**src/rtl/lfsr_d_stepper.sv**
```systemverilog
// Bidirectional stepping engine for the 56-bit Romulus-N domain/block counter D.
// Optional position tracking is enabled by defining LFSR_D_POS_TRACK_EN.
module lfsr_d_stepper #(
  parameter int          STEP_W = 16,
  parameter logic [55:0] INIT   = 56'h80,
  parameter int          POS_W  = 24
) (
  input  logic              clk,
  input  logic              rst_n,
  input  logic              cmd_valid,
  output logic              cmd_ready,
  input  logic              cmd_load,
  input  logic              cmd_dir,
  input  logic [STEP_W-1:0] cmd_steps,
  input  logic [55:0]       load_val,
  output logic [55:0]       d_out,
  output logic              done,
  output logic              err,
  output logic [POS_W-1:0]  pos,
  output logic [1:0]        state_dbg
);

  // Handshake: a command is taken on the rising edge where cmd_valid && cmd_ready;
  // cmd_ready is high only in IDLE, and requests seen while busy are dropped.
  typedef enum logic [1:0] {
    S_IDLE = 2'd0,
    S_RUN  = 2'd1,
    S_DONE = 2'd2
  } state_t;

  state_t            state, state_nxt;
  logic [55:0]       d_q, d_fwd, d_bwd;
  logic [STEP_W-1:0] rem_q;
  logic              dir_q, err_q;
  logic              accept, underflow, step_en, load_ok;

  assign accept    = (state == S_IDLE) && cmd_valid;
  assign load_ok   = accept && cmd_load && (load_val != '0);
  // Stepping backward past the start value would leave the legal counter range.
  assign underflow = (state == S_RUN) && dir_q && (d_q == INIT);
  assign step_en   = (state == S_RUN) && !underflow;

  always_comb begin
    d_fwd    = {d_q[54:0], d_q[55]};
    d_fwd[2] = d_q[1] ^ d_q[55];
    d_fwd[4] = d_q[3] ^ d_q[55];
    d_fwd[7] = d_q[6] ^ d_q[55];
  end

  // Inverse clock: the old MSB reappears at bit 0 of the current value.
  always_comb begin
    d_bwd       = {d_q[0], d_q[55:1]};
    d_bwd[1]    = d_q[2] ^ d_q[0];
    d_bwd[3]    = d_q[4] ^ d_q[0];
    d_bwd[6]    = d_q[7] ^ d_q[0];
  end

  always_ff @(posedge clk or negedge rst_n) begin
    if (!rst_n) state <= S_IDLE;
    else        state <= state_nxt;
  end

  always_comb begin
    state_nxt = state;
    case (state)
      S_IDLE: if (cmd_valid) state_nxt = (cmd_load || (cmd_steps == '0)) ? S_DONE : S_RUN;
      S_RUN:  if (underflow || (rem_q == STEP_W'(1))) state_nxt = S_DONE;
      S_DONE: state_nxt = S_IDLE;
      default: state_nxt = S_IDLE;
    endcase
  end

  always_comb begin
    cmd_ready = (state == S_IDLE);
    done      = (state == S_DONE);
    state_dbg = state;
  end

  always_ff @(posedge clk or negedge rst_n) begin
    if (!rst_n) begin
      d_q   <= INIT;
      rem_q <= '0;
      dir_q <= 1'b0;
      err_q <= 1'b0;
    end else if (accept) begin
      rem_q <= cmd_steps;
      dir_q <= cmd_dir;
      err_q <= cmd_load && (load_val == '0);
      if (load_ok) d_q <= load_val;
    end else if (underflow) begin
      err_q <= 1'b1;
      rem_q <= '0;
    end else if (step_en) begin
      d_q   <= dir_q ? d_bwd : d_fwd;
      rem_q <= rem_q - STEP_W'(1);
    end
  end

  assign d_out = d_q;
  assign err   = err_q;

`ifdef LFSR_D_POS_TRACK_EN
  logic [POS_W-1:0] pos_q;

  always_ff @(posedge clk or negedge rst_n) begin
    if (!rst_n)       pos_q <= '0;
    else if (load_ok) pos_q <= '0;
    else if (step_en) pos_q <= dir_q ? pos_q - POS_W'(1) : pos_q + POS_W'(1);
  end

  assign pos = pos_q;
`else
  assign pos = '0;
`endif

endmodule

```
**config.mk**
```make
export PLATFORM = sky130hd
export DESIGN_NAME = lfsr_d_stepper
export DESIGN_NICKNAME = d
export VERILOG_FILES = /design/src/rtl/lfsr_d_stepper.sv
export SDC_FILE = /design/constraint.sdc
export NUM_CORES = 1
export LEC_CHECK = 0
export ABC_AREA = 1
export BUFFER_PORTS_ARGS = -buffer_cell sky130_fd_sc_hd__clkbuf_2
export CORE_MARGIN = 1.5
export CORE_UTILIZATION = 57
export DETAILED_ROUTE_END_ITERATION = 6
export HOLD_SLACK_MARGIN = 0.02
export PLACE_DENSITY = 0.88
export SLEW_MARGIN = 20
export SYNTH_ARGS = -nofsm -noshare
export SYNTH_HDL_FRONTEND = slang
export SYNTH_SLANG_ARGS = --single-unit
```
**constraint.sdc**
```tcl
create_clock -name clk -period 4.5 [get_ports clk]
set_clock_uncertainty 0.2 [all_clocks]
set_input_delay 0.225 -clock clk [delete_from_list [all_inputs] [get_ports clk]]
set_output_delay 0.225 -clock clk [all_outputs]
set_load 0.05 [all_outputs]
```
==> key figures <==
Worst hold path
  • Hold Path Depth: 5
  • Hold path start: load_val[25]
  • Hold worst-path end: d_out[25]
  • Worst hold-check path type: input pin to register

STA
  • Final worst-path cycle share: 0.7362
  • Setup TNS: 0 ps
  • Worst-Margin Slew: ~1100 ps
  • Hold_ws: ~28 ps
  • Min Tclk post-route: 3313 ps
  • Max-slew violations: 0
  • Final setup vio count: 0
  • Highest Clock Rate: just over 0.3 GHz
  • Final hold vios: 0
  • Unrepaired setup endpoints after global routing: no
  • Max_slew headroom: 0.2577

Worst setup path
  • CP Launch Type: register
  • Critical Path AT: ~3400 ps
  • Worst-path cell chain: nor2_1, nand2_4, inv_2, nand2_1, inv_1, nand2_2, nand2_2, nand2_1, nand2_1
  • Crit path required time: approximately 4600 ps
  • Crit path kind: register to register
  • CP Capture Type: register
  • Slowest cell delay on critical path: between 700 and 800 ps
  • Slowest-stage cell, CP: nand2_2
  • Reg-to-reg slack, setup: between 1000 and 1500 ps
  • Most used cell, CP: nand2_1
  • Cell class contributing the biggest share of worst-path delay: simple AND/OR/NAND/NOR gates
  • Crit-path max FO: 64
  • Reg2Reg Capture Point: d_out[28]
  • Reg2reg path depth: 9
  • CP Buf/Inv Count: 2
  • Critical R2R Launch: state_dbg[1]

Placed design
  • Final GP Congestion: around 0.90
  • I/O Buffers: approximately 140
  • DP Wirelength: ~10000 um

Detailed routing
  • Vias per inst: 5.384
  • Drt wl/cell: roughly 13 um
  • Initial DRC count: about 500
  • Total wire length: approximately 16000 um
  • Remaining DRCs: 0
  • Vias: around 6.2k
  • Pre-antenna DRT Iters: 5
  • Final ANT Viol Nets: 0

Power
  • Pwr Density: 799.7 nW/um2
  • Maximum vdd drop: roughly 0.43 mV
  • Leakage power: 3.542 nW

Die
  • Num rows: 35
  • Initial Util: 0.5930
  • Die ar.: ~10000 um2
  • Core area: between 9000 and 10000 um2
  • Boundary pin count: 162
  • Die Wd: around 100 um
  • Chip Height: ~100 um

Global routing
  • Largest net degree at the start of global routing: 77
  • M2 GR Usage: 0.4995
  • GRT Overall Usage: 0.3098
  • First-pass GRT wire length: approximately 26000 um
  • GR Overflow Total: 0
  • GR peak layer: met2
  • Vias in the first global route: 5549
  • Grt met3 use: 0.04348
  • Global routing met1 resource utilization: 0.4279
  • Initial antenna violation count: 0

Clocking
  • CTS Sinks: 76
  • Clk_lat worst skew: ~360 ps
  • Max H-tree Level: 3
  • Root buf cell: clkbuf_8
  • Setup bufs post-CTS: 0
  • Clock tree buffer depth: 2
  • CTS Buf Count: 9
  • Reg clk slew, reported paths: about 80 ps
  • CTS tree: done

Layout
  • Nets: ~1.1k
  • Synth-to-Final Area Change: 18.57%
  • Diode count: 0
  • Most frequent cells in the layout: nand2_1 (354), nor2_1 (137), clkbuf_2 (136)
  • Commonest non-fill, non-tap cell in the layout: nand2_1
  • Share of cells above drive strength 1: 0.1647

Yosys
  • Cell area after synthesis: 5532 um2
  • Warnings, synthesis: 0
  • Synth Instances: 893
  • Flops & latches, synth: 76
  • Count of cell types in the netlist: 31
  • Mean Syn Cell Area: about 6.2 um2
  • Sequential area share after synthesis: 0.3440

Run status
  • Status: completed

Flow run
  • Max Cap Viol: 0
layout make-up:
class,instances,area [um2]
Multi-Input combinational cell,723,3137
Fill cell,873,2769
Sequential cell,76,1903
Timing Repair Buffer,171,1013
Tap cell,129,161.4
Inverter,40,150.1
Clock buffer,12,145.1
Clock inverter,4,48.80
cell families after synthesis:
group           Yosys count  share of synthesized area
other cells               1                  0.0006779
buf+inv                 117                     0.1068
compound gates           77                    0.08030
flops                    76                     0.3440
xor+xnor                  9                    0.01425
fa+ha+maj                 2                   0.004523
simple gates            611                     0.4494
Yosys cell counts:
| cell | number | area [um2] |
|---|---|---|
| ha_1 | 2 | 25.02 |
| o21ai_0 | 25 | 125.1 |
| nand3_1 | 85 | 425.4 |
| nor4_1 | 4 | 25.02 |
| nand4_1 | 19 | 118.9 |
| dfstp_2 | 1 | 26.28 |
| conb_1 | 1 | 3.750 |
| buf_4 | 33 | 247.7 |
| o21ai_1 | 2 | 10.01 |
| a22oi_1 | 2 | 15.01 |
| xor2_1 | 6 | 52.55 |
| nand2_2 | 2 | 12.51 |
| a31oi_1 | 42 | 262.8 |
| o22ai_1 | 1 | 6.260 |
| nor2_4 | 1 | 11.26 |
| and3_1 | 1 | 6.260 |
| or2_1 | 1 | 6.260 |
| inv_1 | 36 | 135.1 |
| xnor2_1 | 3 | 26.28 |
| a21oi_1 | 5 | 25.02 |
| inv_2 | 4 | 15.01 |
| nor2_2 | 1 | 6.260 |
| buf_2 | 10 | 50.05 |
| nand3b_1 | 2 | 15.01 |
| dfrtp_1 | 75 | 1877 |
| buf_1 | 2 | 7.510 |
| nor2_1 | 137 | 514.2 |
| buf_6 | 2 | 22.52 |
| nor3_1 | 1 | 5.000 |
| nand2_1 | 357 | 1340 |
| clkbuf_1 | 30 | 112.6 |
tightest hold or removal path, cell delays in order:
cell and delay [ps]:
clkbuf_2 90, nor2_1 90, a31oi_1 50, nand2_1 50
nand2_1 50
metal layers:
metal	up-vias	routed length [um]	part of all wire
met3	30	1220	0.079
met4	0	316	0.020
met2	303	7426	0.48
li1	3072	-	-
met1	2813	6545	0.42
met5	-	0	0
sequential cells by signal, indices dropped and copies added (netlist names):
name	count
dir_q	1
d_out	56
state_dbg	2
err	1
rem_q	16
power breakdown:
group / total, mW / switching (mW) / internal, mW
Clock: 0.530 / 0.258 / 0.271
Combinational: 3.29 / 2.37 / 0.918
Sequential: 1.43 / 0.421 / 1.01
Total: 5.24 / 3.05 / 2.20
worst max-delay path by stage:
| stage | slack (ps) | to | from | depth (start not counted) |
|---|---|---|---|---|
| 6_report | 1190 | d_out[28] | state_dbg[1] | 9 |
| 5_1_grt | 860 | d_out[46] | state_dbg[1] | 9 |
| 4_1_cts | 1260 | d_out[28] | state_dbg[1] | 9 |
| 3_5_place_dp | 1280 | d_out[28] | state_dbg[1] | 9 |
| 3_3_place_gp | 1400 | d_out[5] | state_dbg[1] | 9 |
| 2_1_floorplan | 1710 | d_out[13] | state_dbg[1] | 10 |
through the flow:
step	setup WS, ps	power (mW)	cells	utilization	cell area (um2)
floorplan	1709	4.000	916	-	5618
global placement	1403	4.598	1111	0.6523	6085
detailed placement	1282	4.664	1111	0.6523	6085
CTS	1262	5.220	1155	0.7032	6559
global route	857.7	5.687	1155	0.7032	6559
finish	1187	5.245	1155	0.7032	6559
timing repair:
item	CTS	global route
hold buffers	28	0
hold endpoints to repair	103	0
gates resized for setup	0	0
No activity file was read; power rests on OpenSTA's default activity.
